**config.mk**
```make
export PLATFORM = sky130hd
export DESIGN_NAME = pooling_scheduler
export DESIGN_NICKNAME = d
export VERILOG_FILES = /design/src/rtl/pooling_scheduler.sv
export SDC_FILE = /design/constraint.sdc
export NUM_CORES = 1
export LEC_CHECK = 0
export ABC_AREA = 1
export BUFFER_PORTS_ARGS = -buffer_cell sky130_fd_sc_hd__buf_2
export CAP_MARGIN = 0
export CELL_PAD_IN_SITES_DETAIL_PLACEMENT = 0
export CELL_PAD_IN_SITES_GLOBAL_PLACEMENT = 1
export CORE_MARGIN = 3
export CORE_UTILIZATION = 37
export CTS_BUF_LIST = sky130_fd_sc_hd__clkbuf_2 sky130_fd_sc_hd__clkbuf_4 sky130_fd_sc_hd__clkbuf_8
export DETAILED_ROUTE_END_ITERATION = 12
export GPL_ROUTABILITY_DRIVEN = 0
export GPL_TIMING_DRIVEN = 0
export PLACE_DENSITY_LB_ADDON = 0.1
export SKIP_CTS_REPAIR_TIMING = 1
export SLEW_MARGIN = 20
export SYNTH_ARGS = -nofsm -noshare
export SYNTH_HDL_FRONTEND = slang
export SYNTH_SLANG_ARGS = --single-unit
export TNS_END_PERCENT = 5
```
**constraint.sdc**
```tcl
create_clock -name clk -period 1.55 [get_ports clk]
set_input_delay 0.31 -clock clk [delete_from_list [all_inputs] [get_ports clk]]
set_output_delay 0.31 -clock clk [all_outputs]
set_load 0.02 [all_outputs]
```
**src/rtl/pooling_scheduler.sv**
```systemverilog
// pooling_scheduler: sequences 2x2 average-pooling windows from frame RAM through the averaging unit to the output buffer
module pooling_scheduler #(
    parameter int RESOLUTION = 8,
    parameter int IMG_W      = 28,
    parameter int IMG_H      = 28,
    parameter int ADDR_W     = 10,
    parameter int OUT_ADDR_W = 8
) (
    input  logic                    clk,
    input  logic                    reset,
    input  logic                    start,
    input  logic                    abort,
    output logic                    busy,
    output logic                    done,
    output logic                    rd_en,
    output logic [ADDR_W-1:0]       rd_addr,
    input  logic [RESOLUTION-1:0]   rd_data,
    output logic                    avg_go,
    output logic [4*RESOLUTION-1:0] avg_pixels,
    input  logic                    avg_done,
    input  logic [RESOLUTION-1:0]   avg_result,
    output logic                    wr_en,
    output logic [OUT_ADDR_W-1:0]   wr_addr,
    output logic [RESOLUTION-1:0]   wr_data
);
    localparam int NWIN  = (IMG_W / 2) * (IMG_H / 2);
    localparam int COL_W = (IMG_W > 2) ? $clog2(IMG_W) : 1;

    if ((IMG_W % 2) != 0 || (IMG_H % 2) != 0) begin : g_odd_dims
        $error("pooling_scheduler: IMG_W and IMG_H must be even");
    end

    typedef enum logic [2:0] {IDLE, READ, CAPT, LAUNCH, WAIT, WRITE, FIN} state_t;

    state_t                  state, state_nxt;
    logic [1:0]              k;
    logic [1:0]              slot;
    logic [ADDR_W-1:0]       base;
    logic [COL_W-1:0]        col;
    logic [OUT_ADDR_W-1:0]   win;
    logic                    last;
    logic                    col_wrap;
    logic                    accept;

    assign slot     = k - 2'd1;
    assign last     = (win == OUT_ADDR_W'(NWIN - 1));
    assign col_wrap = (col == COL_W'(IMG_W - 2));
    assign accept   = (state == IDLE) && start && !abort;

    // state register
    always_ff @(posedge clk or negedge reset) begin
        if (!reset) state <= IDLE;
        else        state <= state_nxt;
    end

    // next-state decode and Moore outputs; abort overrides every transition
    always_comb begin
        state_nxt = state;
        busy      = (state != IDLE) && (state != FIN);
        done      = (state == FIN);
        rd_en     = (state == READ);
        avg_go    = (state == LAUNCH);
        wr_en     = (state == WRITE);
        wr_addr   = win;
        rd_addr   = rd_en ? base + (k[1] ? ADDR_W'(IMG_W) : '0) + ADDR_W'(k[0]) : '0;
        case (state)
            IDLE:    state_nxt = start ? READ : IDLE;
            READ:    state_nxt = (k == 2'd3) ? CAPT : READ;
            CAPT:    state_nxt = LAUNCH;
            LAUNCH:  state_nxt = WAIT;
            WAIT:    state_nxt = avg_done ? WRITE : WAIT;
            WRITE:   state_nxt = last ? FIN : READ;
            FIN:     state_nxt = IDLE;
            default: state_nxt = IDLE;
        endcase
        if (abort) state_nxt = IDLE;
    end

    // window counters, pixel capture (one cycle behind each read) and result latch
    always_ff @(posedge clk or negedge reset) begin
        if (!reset) begin
            k          <= '0;
            base       <= '0;
            col        <= '0;
            win        <= '0;
            avg_pixels <= '0;
            wr_data    <= '0;
        end else begin
            if (accept) begin
                k    <= '0;
                base <= '0;
                col  <= '0;
                win  <= '0;
            end
            if (state == READ) k <= k + 2'd1;
            if (state == READ && k != 2'd0) avg_pixels[slot*RESOLUTION +: RESOLUTION] <= rd_data;
            if (state == CAPT) avg_pixels[3*RESOLUTION +: RESOLUTION] <= rd_data;
            if (state == WAIT && avg_done) wr_data <= avg_result;
            if (state == WRITE) begin
                win  <= win + 1'b1;
                col  <= col_wrap ? '0 : col + COL_W'(2);
                base <= base + (col_wrap ? ADDR_W'(IMG_W + 2) : ADDR_W'(2));
            end
        end
    end
endmodule

```
==> reports/qor.txt, run 1 <==
run status: finished with violations
violated checks: setup timing
pin count of the biggest net entering global routing: 53
net total in the final layout: 513
final-layout worst hold slack: 0.169 ns
critical path launch point: k[1]
slowest cell on the critical path: sky130_fd_sc_hd__dfrtp_2
minimum setup slack in the final design: -0.602 ns
Synth-to-Final Area Change: 31.0%
clock root buffer master: sky130_fd_sc_hd__clkbuf_8
proportion of synthesized chip area in sequential cells: 0.491
proportion of layout cells with a drive suffix above 1: 0.361
capturing element type of the critical path: output pin
mean instance size in the synthesized netlist: 8.95 µm²
Fillers: 851
startpoint class of the critical path: flip-flop
Reg2Reg Setup Slack: -0.23 ns
DP HPWL: 6110 µm
setup TNS: -10.76 ns
total number of vias: 2,891
number of instances in the synthesized netlist: 376
Worst Setup EP: rd_addr[9]
Netlist Area Pre-Place: 3370 µm²
leftover overflow at the end of global routing: 0
drt via density: 4.90
critical path type: flip-flop to output pin
aggregate global-route resource usage: 0.170
Synthesized Nets: 412
most numerous cell on the critical path: sky130_fd_sc_hd__nand2_2
number of sinks driven by the clock tree: 66
ratio of total power to cell area: 1430 nW/µm²
worst slew pin tran: 0.567 ns
max-cap viol count: 0
Critical R2R Launch: k[1]
Pre-antenna DRT Iters: 4
Worst IR Drop VDD: 0.000941 V
Seq. cell area: 1660 µm²
clock tree from TritonCTS: done
initial antenna violation count: 0
Critical Path, Cell by Cell: ha_4, nand2_2, nand2_2, nand2_2, nand2_4, buf_4, a21oi_1, nor2_2, buf_2
# DRC: 0
Synth warnings: 0
Multi-input gate area: 1570 µm²
Pins Over Slew Limit: 0
post-route antenna net violation count: 0
Clock Tree Buf Depth: 2
Min Clock Period, post-route: 2.15 ns
TritonCTS buffer count: 9
peak fanout along the critical path: 7
global-route wire length before repair: 13,700 µm
standby leakage power: 2.21 nW
CTS H-Tree Depth: 3
headroom to the max-slew limit: 0.620
final wirelength: 8480 µm
post-synthesis sequential element count: 66
number of antenna repair diodes: 0
vias in the first global route: 2,713
class of the tightest hold or removal check: primary input to flip-flop
data required time of the critical path: 1.24 ns
Hold Violations, Final: 0
arrival time of data at the critical path endpoint: 1.84 ns
routed wirelength normalized by instance count: 14.4 µm
effective utilization at floorplan: 0.384
count of cell types in the netlist: 28
row count: 34
Chip Height: 101 µm
later-pin clock latency in the skew report: 0.35 ns
worst hold stages: 2
worst clock skew: 0.0149 ns
die width: 101 µm
setup repair after global routing missed its margin: yes
clock-pin slew reported for the worst setup and hold paths after clock tree synthesis: 0.08 ns
endpoint of the worst register-to-register path: avg_pixels[5]
total die area: 10,300 µm²
violation count after the first detailed-route iteration: 97
number of ports placed on the die boundary: 84
Tcrit/Tclk final: 1.39
highest achievable clock rate: 0.465 GHz
port buffer count: 83
largest stage delay on the critical path: 0.48 ns
Floorplan Core Area: 8760 µm²
Setup-failing EPs final: 61
cell count of the worst reg-to-reg path: 6
## layout make-up
type / count / area share
flip-flops and latches: 66 / 0.375
repair buffers: 92 / 0.125
clock buffers: 11 / 0.0315
plain buffers: 10 / 0.0196
well taps: 108 / 0.0306
multi-input cells: 240 / 0.355
inverters: 58 / 0.0505
clock inverters: 5 / 0.0125
## sequential cells by signal (all words and copies together) (netlist names)
signal,cells
col,4
base,9
wr_addr,8
k,2
avg_pixels,32
state,3
wr_data,8
## metal layers
metal / up-vias / share of wire / GRT usage
met5: - / 0 / 0
met4: 0 / 0.014 / 0.0521
met3: 10 / 0.048 / 0.0455
met2: 65 / 0.44 / 0.245
met1: 1359 / 0.50 / 0.251
li1: 1457 / - / -
## placed cells by master (no fill, tap or decap), drive strengths merged, types with 15 or more instances in the layout
cell,netlist,routed
buf,7,97
dfrtp,66,66
inv,56,57
nand2,52,52
o21ai,49,49
nand3,39,39
nor2,22,22
nand4,20,20
mux2,16,16
clkbuf,5,15
## synth_stat cells, drive strengths merged
library cell | instances | area, µm²
dfrtp | 66 | 1650
inv | 56 | 210
nand2 | 52 | 195
o21ai | 49 | 245
nand3 | 39 | 208
nor2 | 22 | 85.1
nand4 | 20 | 125
mux2 | 16 | 180
ha | 14 | 175
a21oi | 10 | 50.1
buf | 7 | 50.1
nor3 | 6 | 52.6
clkbuf | 5 | 20.0
a31oi | 4 | 25.0
clkinv | 2 | 7.51
xnor2 | 2 | 17.5
a21boi | 1 | 7.51
fa | 1 | 20.0
nor3b | 1 | 18.8
o22ai | 1 | 6.26
or2 | 1 | 6.26
xor2 | 1 | 8.76
## stage by stage
stage / power (W) / std cells / util / area, µm² / setup slack, ns
6_report: 0.00629 / 590 / 0.503 / 4410 / -0.602
5_1_grt: 0.00668 / 590 / 0.503 / 4410 / -0.685
4_1_cts: 0.00624 / 584 / 0.480 / 4200 / -0.735
3_5_place_dp: 0.00476 / 568 / 0.457 / 4010 / -0.364
3_3_place_gp: 0.00472 / 567 / 0.454 / 3980 / -0.351
2_1_floorplan: 0.00396 / 376 / - / 3430 / -0.122
## logic make-up after synthesis
kind of cell    count (synthesis)  share of synthesized area
simple gates                  141                      0.205
buf+inv                        70                     0.0855
flops                          66                      0.491
compound gates                 65                     0.0993
mux                            16                     0.0535
fa+ha+maj                      15                     0.0580
xor+xnor                        3                    0.00781
## worst min path at each step
stage | start | slack (ns) | to
floorplan | reset | 0.01 | avg_pixels[0]
global placement | wr_data[3] | 0.48 | wr_data[3]
detailed placement | reset | 0.20 | base[6]
CTS | reset | -0.19 | base[6]
global route | abort | 0.16 | state[0]
finish | abort | 0.17 | state[0]
## power by group
part | switching, W | internal (W) | total, W | leakage (nW)
logic | 0.00152 | 0.000818 | 0.00233 | 1.26
clock network | 0.000688 | 0.000774 | 0.00146 | 0.0962
registers | 0.000303 | 0.00219 | 0.00249 | 0.848
## critical path: cells and delay by family, from the launching register on
family	cells	cell delay, ns
simple gates	5	0.31
compound gates	1	0.15
flops	1	0.48
fa+ha+maj	1	0.27
buf+inv	2	0.28
No activity file was read; power rests on OpenSTA's default activity.
==> inputs of run 2 (changes only) <==
--- a/config.mk
+++ b/config.mk
@@ -5,13 +5,12 @@
 export SDC_FILE = /design/constraint.sdc
 export NUM_CORES = 1
 export LEC_CHECK = 0
-export ABC_AREA = 1
 export BUFFER_PORTS_ARGS = -buffer_cell sky130_fd_sc_hd__buf_2
 export CAP_MARGIN = 0
 export CELL_PAD_IN_SITES_DETAIL_PLACEMENT = 0
 export CELL_PAD_IN_SITES_GLOBAL_PLACEMENT = 1
 export CORE_MARGIN = 3
-export CORE_UTILIZATION = 37
+export CORE_UTILIZATION = 38
 export CTS_BUF_LIST = sky130_fd_sc_hd__clkbuf_2 sky130_fd_sc_hd__clkbuf_4 sky130_fd_sc_hd__clkbuf_8
 export DETAILED_ROUTE_END_ITERATION = 12
 export GPL_ROUTABILITY_DRIVEN = 0
==> reports/qor.txt, run 2 <==
run status: finished with violations
violated checks: setup timing
drt via density: 5.00 (+2.1%)
total die area: 9750 µm² (-5.1%)
class of the tightest hold or removal check: primary input to flip-flop
Fillers: 787 (-7.5%)
port buffer count: 83 (unchanged)
fraction of power spent switching nets: 0.366 (-0.0326)
CTS H-Tree Depth: 3 (unchanged)
number of sinks driven by the clock tree: 66 (unchanged)
cell accounting for the most synthesized area: sky130_fd_sc_hd__dfrtp_1
later-pin clock latency in the skew report: 0.33 ns (-0.02 ns)
net total in the final layout: 465 (-9.4%)
mean instance size in the synthesized netlist: 10.0 µm² (+12%)
peak fanout along the critical path: 5 (-2)
start point of the worst min-delay path: abort
violation count after the first detailed-route iteration: 77 (-21%)
effective utilization at floorplan: 0.394 (+0.00972)
post-synthesis sequential element count: 66 (unchanged)
proportion of layout cells with a drive suffix above 1: 0.422 (+0.0607)
post-route antenna net violation count: 0 (unchanged)
part of the total power dissipated in the clock network: 0.241 (+0.008)
global-route wire length before repair: 13,200 µm (-3.1%)
ratio of total power to cell area: 1510 nW/µm² (+5.9%)
clock tree from TritonCTS: done
Synth warnings: 0 (unchanged)
DP HPWL: 5690 µm (-6.9%)
async set-or-reset flop fraction in the synthesized netlist: 1.00 (unchanged)
critical path type: flip-flop to output pin
data required time of the critical path: 1.24 ns (about the same)
top post-synthesis cells by area: sky130_fd_sc_hd__dfrtp_1 51%, sky130_fd_sc_hd__nand2_1 7.7%, sky130_fd_sc_hd__mux2_2 5.5%, sky130_fd_sc_hd__ha_1 5.4%, sky130_fd_sc_hd__o21ai_0 5.4%
Pre-antenna DRT Iters: 4 (unchanged)
total number of vias: 2,696 (-6.7%)
vias in the first global route: 2,665 (-1.8%)
standby leakage power: 2.12 nW (-4.1%)
fraction of post-synthesis cell area in the top cell type by area: 0.505 (+0.0147)
Clock Tree Buf Depth: 2 (unchanged)
sequential share of power: 0.362 (-0.034)
number of instances in the synthesized netlist: 326 (-13%)
capturing element type of the critical path: output pin
number of antenna repair diodes: 0 (unchanged)
overall power after layout: 0.00667 W (+6.1%)
pin count of the biggest net entering global routing: 46 (-13%)
Setup-failing EPs final: 52 (-15%)
routed wirelength normalized by instance count: 14.4 µm (+0.32%)
max-cap viol count: 0 (unchanged)
Floorplan Core Area: 8300 µm² (-5.3%)
Largest register FFs: 32 (unchanged)
internal power: 0.00423 W (+12%)
setup repair after global routing missed its margin: yes
# DRC: 0 (unchanged)
number of ports placed on the die boundary: 84 (unchanged)
worst min-delay path endpoint: state[1]
slowest cell on the critical path: sky130_fd_sc_hd__dfrtp_2
row count: 33 (-2.9%)
clock root buffer master: sky130_fd_sc_hd__clkbuf_8
largest stage delay on the critical path: 0.46 ns (-0.02 ns)
Hold Violations, Final: 0 (unchanged)
leftover overflow at the end of global routing: 0 (unchanged)
headroom to the max-slew limit: 0.658 (+0.0378)
post-placement worst setup slack: -0.599 ns (-0.235 ns)
Worst IR Drop VDD: 0.000615 V (-35%)
initial antenna violation count: 0 (unchanged)
highest achievable clock rate: 0.449 GHz (-3.3%)
TritonCTS buffer count: 9 (unchanged)
Synth-to-Final Area Change: 35.2%
arrival time of data at the critical path endpoint: 1.91 ns (+0.07 ns)
Pins Over Slew Limit: 0 (unchanged)
Min Clock Period, post-route: 2.22 ns (+0.0728 ns)
worst hold stages: 2 (unchanged)
endpoint of the worst register-to-register path: base[6]
count of cell types in the netlist: 46 (+64%)
worst clock skew: 0.00676 ns (-0.00810 ns)
clock-pin slew reported for the worst setup and hold paths after clock tree synthesis: 0.07 ns (about the same)
Critical R2R Launch: col[2]
startpoint class of the critical path: flip-flop
Tcrit/Tclk final: 1.44 (+0.0470)
Reg with most FFs: avg_pixels
Chip Height: 98.7 µm (-2.6%)
Primary FF master, synth: sky130_fd_sc_hd__dfrtp_1
die width: 98.7 µm (-2.6%)
Reg2Reg Setup Slack: -0.30 ns (-0.07 ns)
worst slew pin tran: 0.513 ns (-0.0536 ns)
switching power total: 0.00244 W (-2.6%)
count leader, synth: sky130_fd_sc_hd__nand2_1
aggregate global-route resource usage: 0.167 (-0.00289)
most frequent cells after synthesis: 67 x sky130_fd_sc_hd__nand2_1, 66 x sky130_fd_sc_hd__dfrtp_1, 35 x sky130_fd_sc_hd__o21ai_0
Netlist Area Pre-Place: 3270 µm² (-2.9%)
commonest cells after routing, fill and taps aside: 81 x sky130_fd_sc_hd__buf_2, 63 x sky130_fd_sc_hd__nand2_1, 59 x sky130_fd_sc_hd__dfrtp_1, 28 x sky130_fd_sc_hd__o21ai_1, 16 x sky130_fd_sc_hd__mux2_2
minimum setup slack in the final design: -0.675 ns (-0.0728 ns)
number of enable flip-flop cells after synthesis: 0 (unchanged)
leading registers by flop count: avg_pixels (32), base (9)
combinational group share of total power: 0.396 (+0.025)
Synthesized Nets: 362 (-12%)
proportion of synthesized chip area in sequential cells: 0.505 (+0.0147)
cell count of the worst reg-to-reg path: 6 (unchanged)
commonest non-fill, non-tap cell in the layout: sky130_fd_sc_hd__buf_2
Critical Path, Cell by Cell: ha_4, a211oi_4, nor3_1, xnor2_1, nor2_2, buf_2
final wirelength: 7770 µm (-8.4%)
==> run 2: changes by cell type after synthesis, moves of 7 or more <==
cell	change
sky130_fd_sc_hd__o21ai_1	+7
sky130_fd_sc_hd__nand3_1	-32
sky130_fd_sc_hd__inv_1	-49
sky130_fd_sc_hd__nor2_1	-8
sky130_fd_sc_hd__nand2_1	+15
sky130_fd_sc_hd__nand4_1	-15
sky130_fd_sc_hd__o21ai_0	-14
==> run 2: power by group through the flow <==
stage	clock network [W]	logic, W	registers (W)
CTS	0.00166	0.00214	0.00244
floorplan	0	0.000872	0.00296
finish	0.00161	0.00264	0.00242
detailed placement	0	0.00214	0.00248
global route	0.00174	0.00289	0.00248
global placement	0	0.00210	0.00246
==> run 2: area by class of cell <==
type	count	area, µm²	share of cell area
Timing Repair Buffer	92	544	0.123
Multi-Input combinational cell	240	1720	0.389
Inverter	7	28.8	0.00651
Clock buffer	11	145	0.0329
Tap cell	105	131	0.0297
Buffer	13	113	0.0255
Sequential cell	66	1660	0.376
Clock inverter	5	77.6	0.0176
==> run 2: critical path: cells and delay by family, from the launching register on <==
family                     cells  cell delay (ns)
DFF                            1             0.46
AOI/OAI and AO/OA              1             0.35
adders and majority gates      1             0.25
xor gates and xnor gates       1             0.18
buffers and inverters          1             0.17
and+or+nand+nor                2             0.16
==> run 2: layer usage <==
layer / GRT usage / vias up / part of all wire
met2: 0.279 / 46 / 0.49
met1: 0.224 / 1290 / 0.46
li1: - / 1351 / -
met4: 0.0536 / 0 / 0.013
met5: 0 / - / 0
met3: 0.0255 / 9 / 0.036
==> run 2: worst max-delay path by stage <==
stage | startpoint | to | slack (ns)
final | k[1] | rd_addr[9] | -0.67
after global placement | k[0] | avg_pixels[10] | -0.59
after detailed placement | k[0] | avg_pixels[14] | -0.60
after CTS | k[1] | rd_addr[7] | -0.69
after floorplan | k[1] | rd_addr[6] | -0.17
after global routing | k[1] | rd_addr[9] | -0.76
==> run 2: cells by family (layout without fill, tap and decap cells) <==
kind of cell | after synthesis | after routing | share of synthesized area
fa+ha+maj | 15 | 15 | 0.0597
xor+xnor | 8 | 8 | 0.0214
compound gates | 74 | 74 | 0.136
simple gates | 123 | 123 | 0.178
flops | 66 | 66 | 0.505
mux | 20 | 20 | 0.0674
buf+inv | 20 | 128 | 0.0322
==> run 2: per-stage QoR <==
| stage | TNS (ns) | hold slack (ns) | area [µm²] | utilization | cells |
|---|---|---|---|---|---|
| after floorplan | -5.10 | 0.0144 | 3360 | - | 326 |
| after global placement | -28.81 | 0.457 | 3910 | 0.471 | 514 |
| after detailed placement | -17.41 | 0.230 | 3940 | 0.474 | 515 |
| after CTS | -23.43 | -0.136 | 4160 | 0.501 | 531 |
| after global routing | -17.58 | 0.176 | 4420 | 0.532 | 539 |
| final | -11.03 | 0.179 | 4420 | 0.532 | 539 |
==> inputs of run 3 (changes only) <==
--- a/config.mk
+++ b/config.mk
@@ -9,9 +9,9 @@
 export CAP_MARGIN = 0
 export CELL_PAD_IN_SITES_DETAIL_PLACEMENT = 0
 export CELL_PAD_IN_SITES_GLOBAL_PLACEMENT = 1
-export CORE_MARGIN = 3
 export CORE_UTILIZATION = 38
 export CTS_BUF_LIST = sky130_fd_sc_hd__clkbuf_2 sky130_fd_sc_hd__clkbuf_4 sky130_fd_sc_hd__clkbuf_8
+export CTS_CLUSTER_DIAMETER = 200
 export DETAILED_ROUTE_END_ITERATION = 12
 export GPL_ROUTABILITY_DRIVEN = 0
 export GPL_TIMING_DRIVEN = 0
==> constraint.sdc (replaced) <==
create_clock -name clk -period 1.55 [get_ports clk]
set_input_delay 0.0775 -clock clk [delete_from_list [all_inputs] [get_ports clk]]
set_output_delay 0.0775 -clock clk [all_outputs]
set_load 0.02 [all_outputs]
==> reports/qor.txt, run 3 (synthesis results as in run 2) <==
run status: finished with violations
violated checks: hold timing, setup timing
sequential share of power: 0.375 (+0.013)
routed wirelength normalized by instance count: 14.4 µm (-0.33%)
endpoint of the worst register-to-register path: base[7]
proportion of layout cells with a drive suffix above 1: 0.403 (-0.0185)
aggregate global-route resource usage: 0.181 (+0.0135)
internal power: 0.00409 W (-3.2%)
die width: 94.7 µm (-4.1%)
leading registers by flop count: avg_pixels (32), base (9)
Hold Violations, Final: 1 (+1)
fraction of power spent switching nets: 0.371 (+0.00527)
post-placement worst setup slack: -0.579 ns (+0.0199 ns)
Tcrit/Tclk final: 1.27 (-0.161)
number of sinks driven by the clock tree: 66 (unchanged)
commonest cells after routing, fill and taps aside: 78 x sky130_fd_sc_hd__buf_2, 66 x sky130_fd_sc_hd__nand2_1, 61 x sky130_fd_sc_hd__dfrtp_1, 20 x sky130_fd_sc_hd__o21ai_0, 20 x sky130_fd_sc_hd__o21ai_1
utilization after layout: 0.539 (+0.00675)
worst slew pin tran: 0.497 ns (-0.0159 ns)
start point of the worst min-delay path: rd_data[6]
post-route cell area: 4450 µm² (+0.76%)
total cell area at the placement stage: 3900 µm² (-1.0%)
minimum setup slack in the final design: -0.426 ns (+0.249 ns)
clock-pin slew reported for the worst setup and hold paths after clock tree synthesis: 0.08 ns (about the same)
Worst IR Drop VDD: 0.000656 V (+6.7%)
violation count after the first detailed-route iteration: 57 (-26%)
highest achievable clock rate: 0.506 GHz (+13%)
clock tree from TritonCTS: done
effective utilization at floorplan: 0.396 (+0.00197)
number of antenna repair diodes: 0 (unchanged)
cell count of the worst reg-to-reg path: 7 (+1)
leftover overflow at the end of global routing: 0 (unchanged)
Critical R2R Launch: col[1]
Synth-to-Final Area Change: 36.2%
max-cap viol count: 0 (unchanged)
fin cells: 544 (+0.93%)
later-pin clock latency in the skew report: 0.34 ns (about the same)
Reg2Reg Setup Slack: -0.36 ns (-0.06 ns)
final wirelength: 7820 µm (+0.59%)
commonest non-fill, non-tap cell in the layout: sky130_fd_sc_hd__buf_2
worst hold stages: 3 (+1)
worst clock skew: 0.00951 ns (+0.00275 ns)
capturing element type of the critical path: output pin
TritonCTS buffer count: 9 (unchanged)
Floorplan Core Area: 8260 µm² (-0.50%)
Largest register FFs: 32 (unchanged)
port buffer count: 83 (unchanged)
final-layout worst hold slack: -0.000180 ns (-0.179 ns)
Reg with most FFs: avg_pixels
slowest cell on the critical path: sky130_fd_sc_hd__dfrtp_2
global-route wire length before repair: 12,300 µm (-7.1%)
# DRC: 0 (unchanged)
DP HPWL: 5570 µm (-2.2%)
arrival time of data at the critical path endpoint: 1.90 ns (about the same)
number of ports placed on the die boundary: 84 (unchanged)
setup repair after global routing missed its margin: yes
pin count of the biggest net entering global routing: 35 (-24%)
Chip Height: 94.7 µm (-4.1%)
startpoint class of the critical path: flip-flop
switching power total: 0.00242 W (-1.0%)
clock root buffer master: sky130_fd_sc_hd__clkbuf_8
post-route antenna net violation count: 0 (unchanged)
part of the total power dissipated in the clock network: 0.254 (+0.013)
class of the tightest hold or removal check: primary input to flip-flop
CTS H-Tree Depth: 3 (unchanged)
ratio of total power to cell area: 1460 nW/µm² (-3.2%)
headroom to the max-slew limit: 0.668 (+0.0106)
Min Clock Period, post-route: 1.98 ns (-0.249 ns)
Critical Path, Cell by Cell: ha_4, a211oi_4, nor3_1, xnor2_1, nor2_2, buf_2
total number of vias: 2,761 (+2.4%)
drt via density: 5.08 (+1.5%)
Pins Over Slew Limit: 0 (unchanged)
number of placed instances, taps included: 515 (unchanged)
combinational group share of total power: 0.370 (-0.026)
critical path type: flip-flop to output pin
initial antenna violation count: 0 (unchanged)
data required time of the critical path: 1.47 ns (+0.23 ns)
largest stage delay on the critical path: 0.48 ns (+0.02 ns)
total die area: 8980 µm² (-7.9%)
net total in the final layout: 470 (+1.1%)
Pre-antenna DRT Iters: 4 (unchanged)
worst min-delay path endpoint: avg_pixels[14]
Clock Tree Buf Depth: 2 (unchanged)
standby leakage power: 2.12 nW (+0.21%)
Setup-failing EPs final: 60 (+15%)
vias in the first global route: 2,472 (-7.2%)
row count: 33 (unchanged)
peak fanout along the critical path: 5 (unchanged)
-- run 3: worst max-delay path, delay by kind of cell, from the launching register on --
kind / cells / cell delay, ns
and+or+nand+nor: 2 / 0.19
AOI/OAI and AO/OA: 1 / 0.32
adders and majority gates: 1 / 0.26
buffers and inverters: 1 / 0.16
DFF: 1 / 0.48
xor gates and xnor gates: 1 / 0.15
-- run 3: per-stage QoR --
stage	total power (W)	hold slack, ns	TNS (ns)
finish	0.00651	-0.000180	-9.38
global route	0.00694	0.00941	-15.39
CTS	0.00624	-0.319	-21.14
detailed placement	0.00457	0.0570	-15.94
global placement	0.00451	0.294	-14.82
floorplan	0.00380	-0.218	-4.65
-- run 3: layout make-up --
cell class / count / area [µm²]
Fill cell: 784 / 3810
Multi-Input combinational cell: 240 / 1720
Tap cell: 105 / 131
Clock inverter: 6 / 88.8
Inverter: 7 / 28.8
Timing Repair Buffer: 97 / 583
Sequential cell: 66 / 1660
Clock buffer: 10 / 138
Buffer: 13 / 109
-- run 3: worst max-delay path by stage --
stage	startpoint	end	slack, ns	cells past startpoint
floorplan	col[1]	base[7]	-0.16	6
global placement	k[0]	avg_pixels[10]	-0.53	5
detailed placement	k[0]	avg_pixels[9]	-0.58	5
CTS	k[1]	rd_addr[9]	-0.66	6
global route	k[1]	rd_addr[9]	-0.52	6
finish	k[1]	rd_addr[8]	-0.43	6
-- run 3: power by group through the flow --
stage | registers, W | logic, W | clock network (W)
3_3_place_gp | 0.00245 | 0.00206 | 0
3_5_place_dp | 0.00247 | 0.00210 | 0
5_1_grt | 0.00251 | 0.00265 | 0.00178
6_report | 0.00244 | 0.00241 | 0.00166
2_1_floorplan | 0.00295 | 0.000845 | 0
4_1_cts | 0.00243 | 0.00211 | 0.00170
-- run 3: metal layers --
layer | GRT usage | part of all wire
met5 | 0 | 0
met4 | 0.0682 | 0.012
met3 | 0.0362 | 0.036
met2 | 0.301 | 0.50
met1 | 0.231 | 0.45
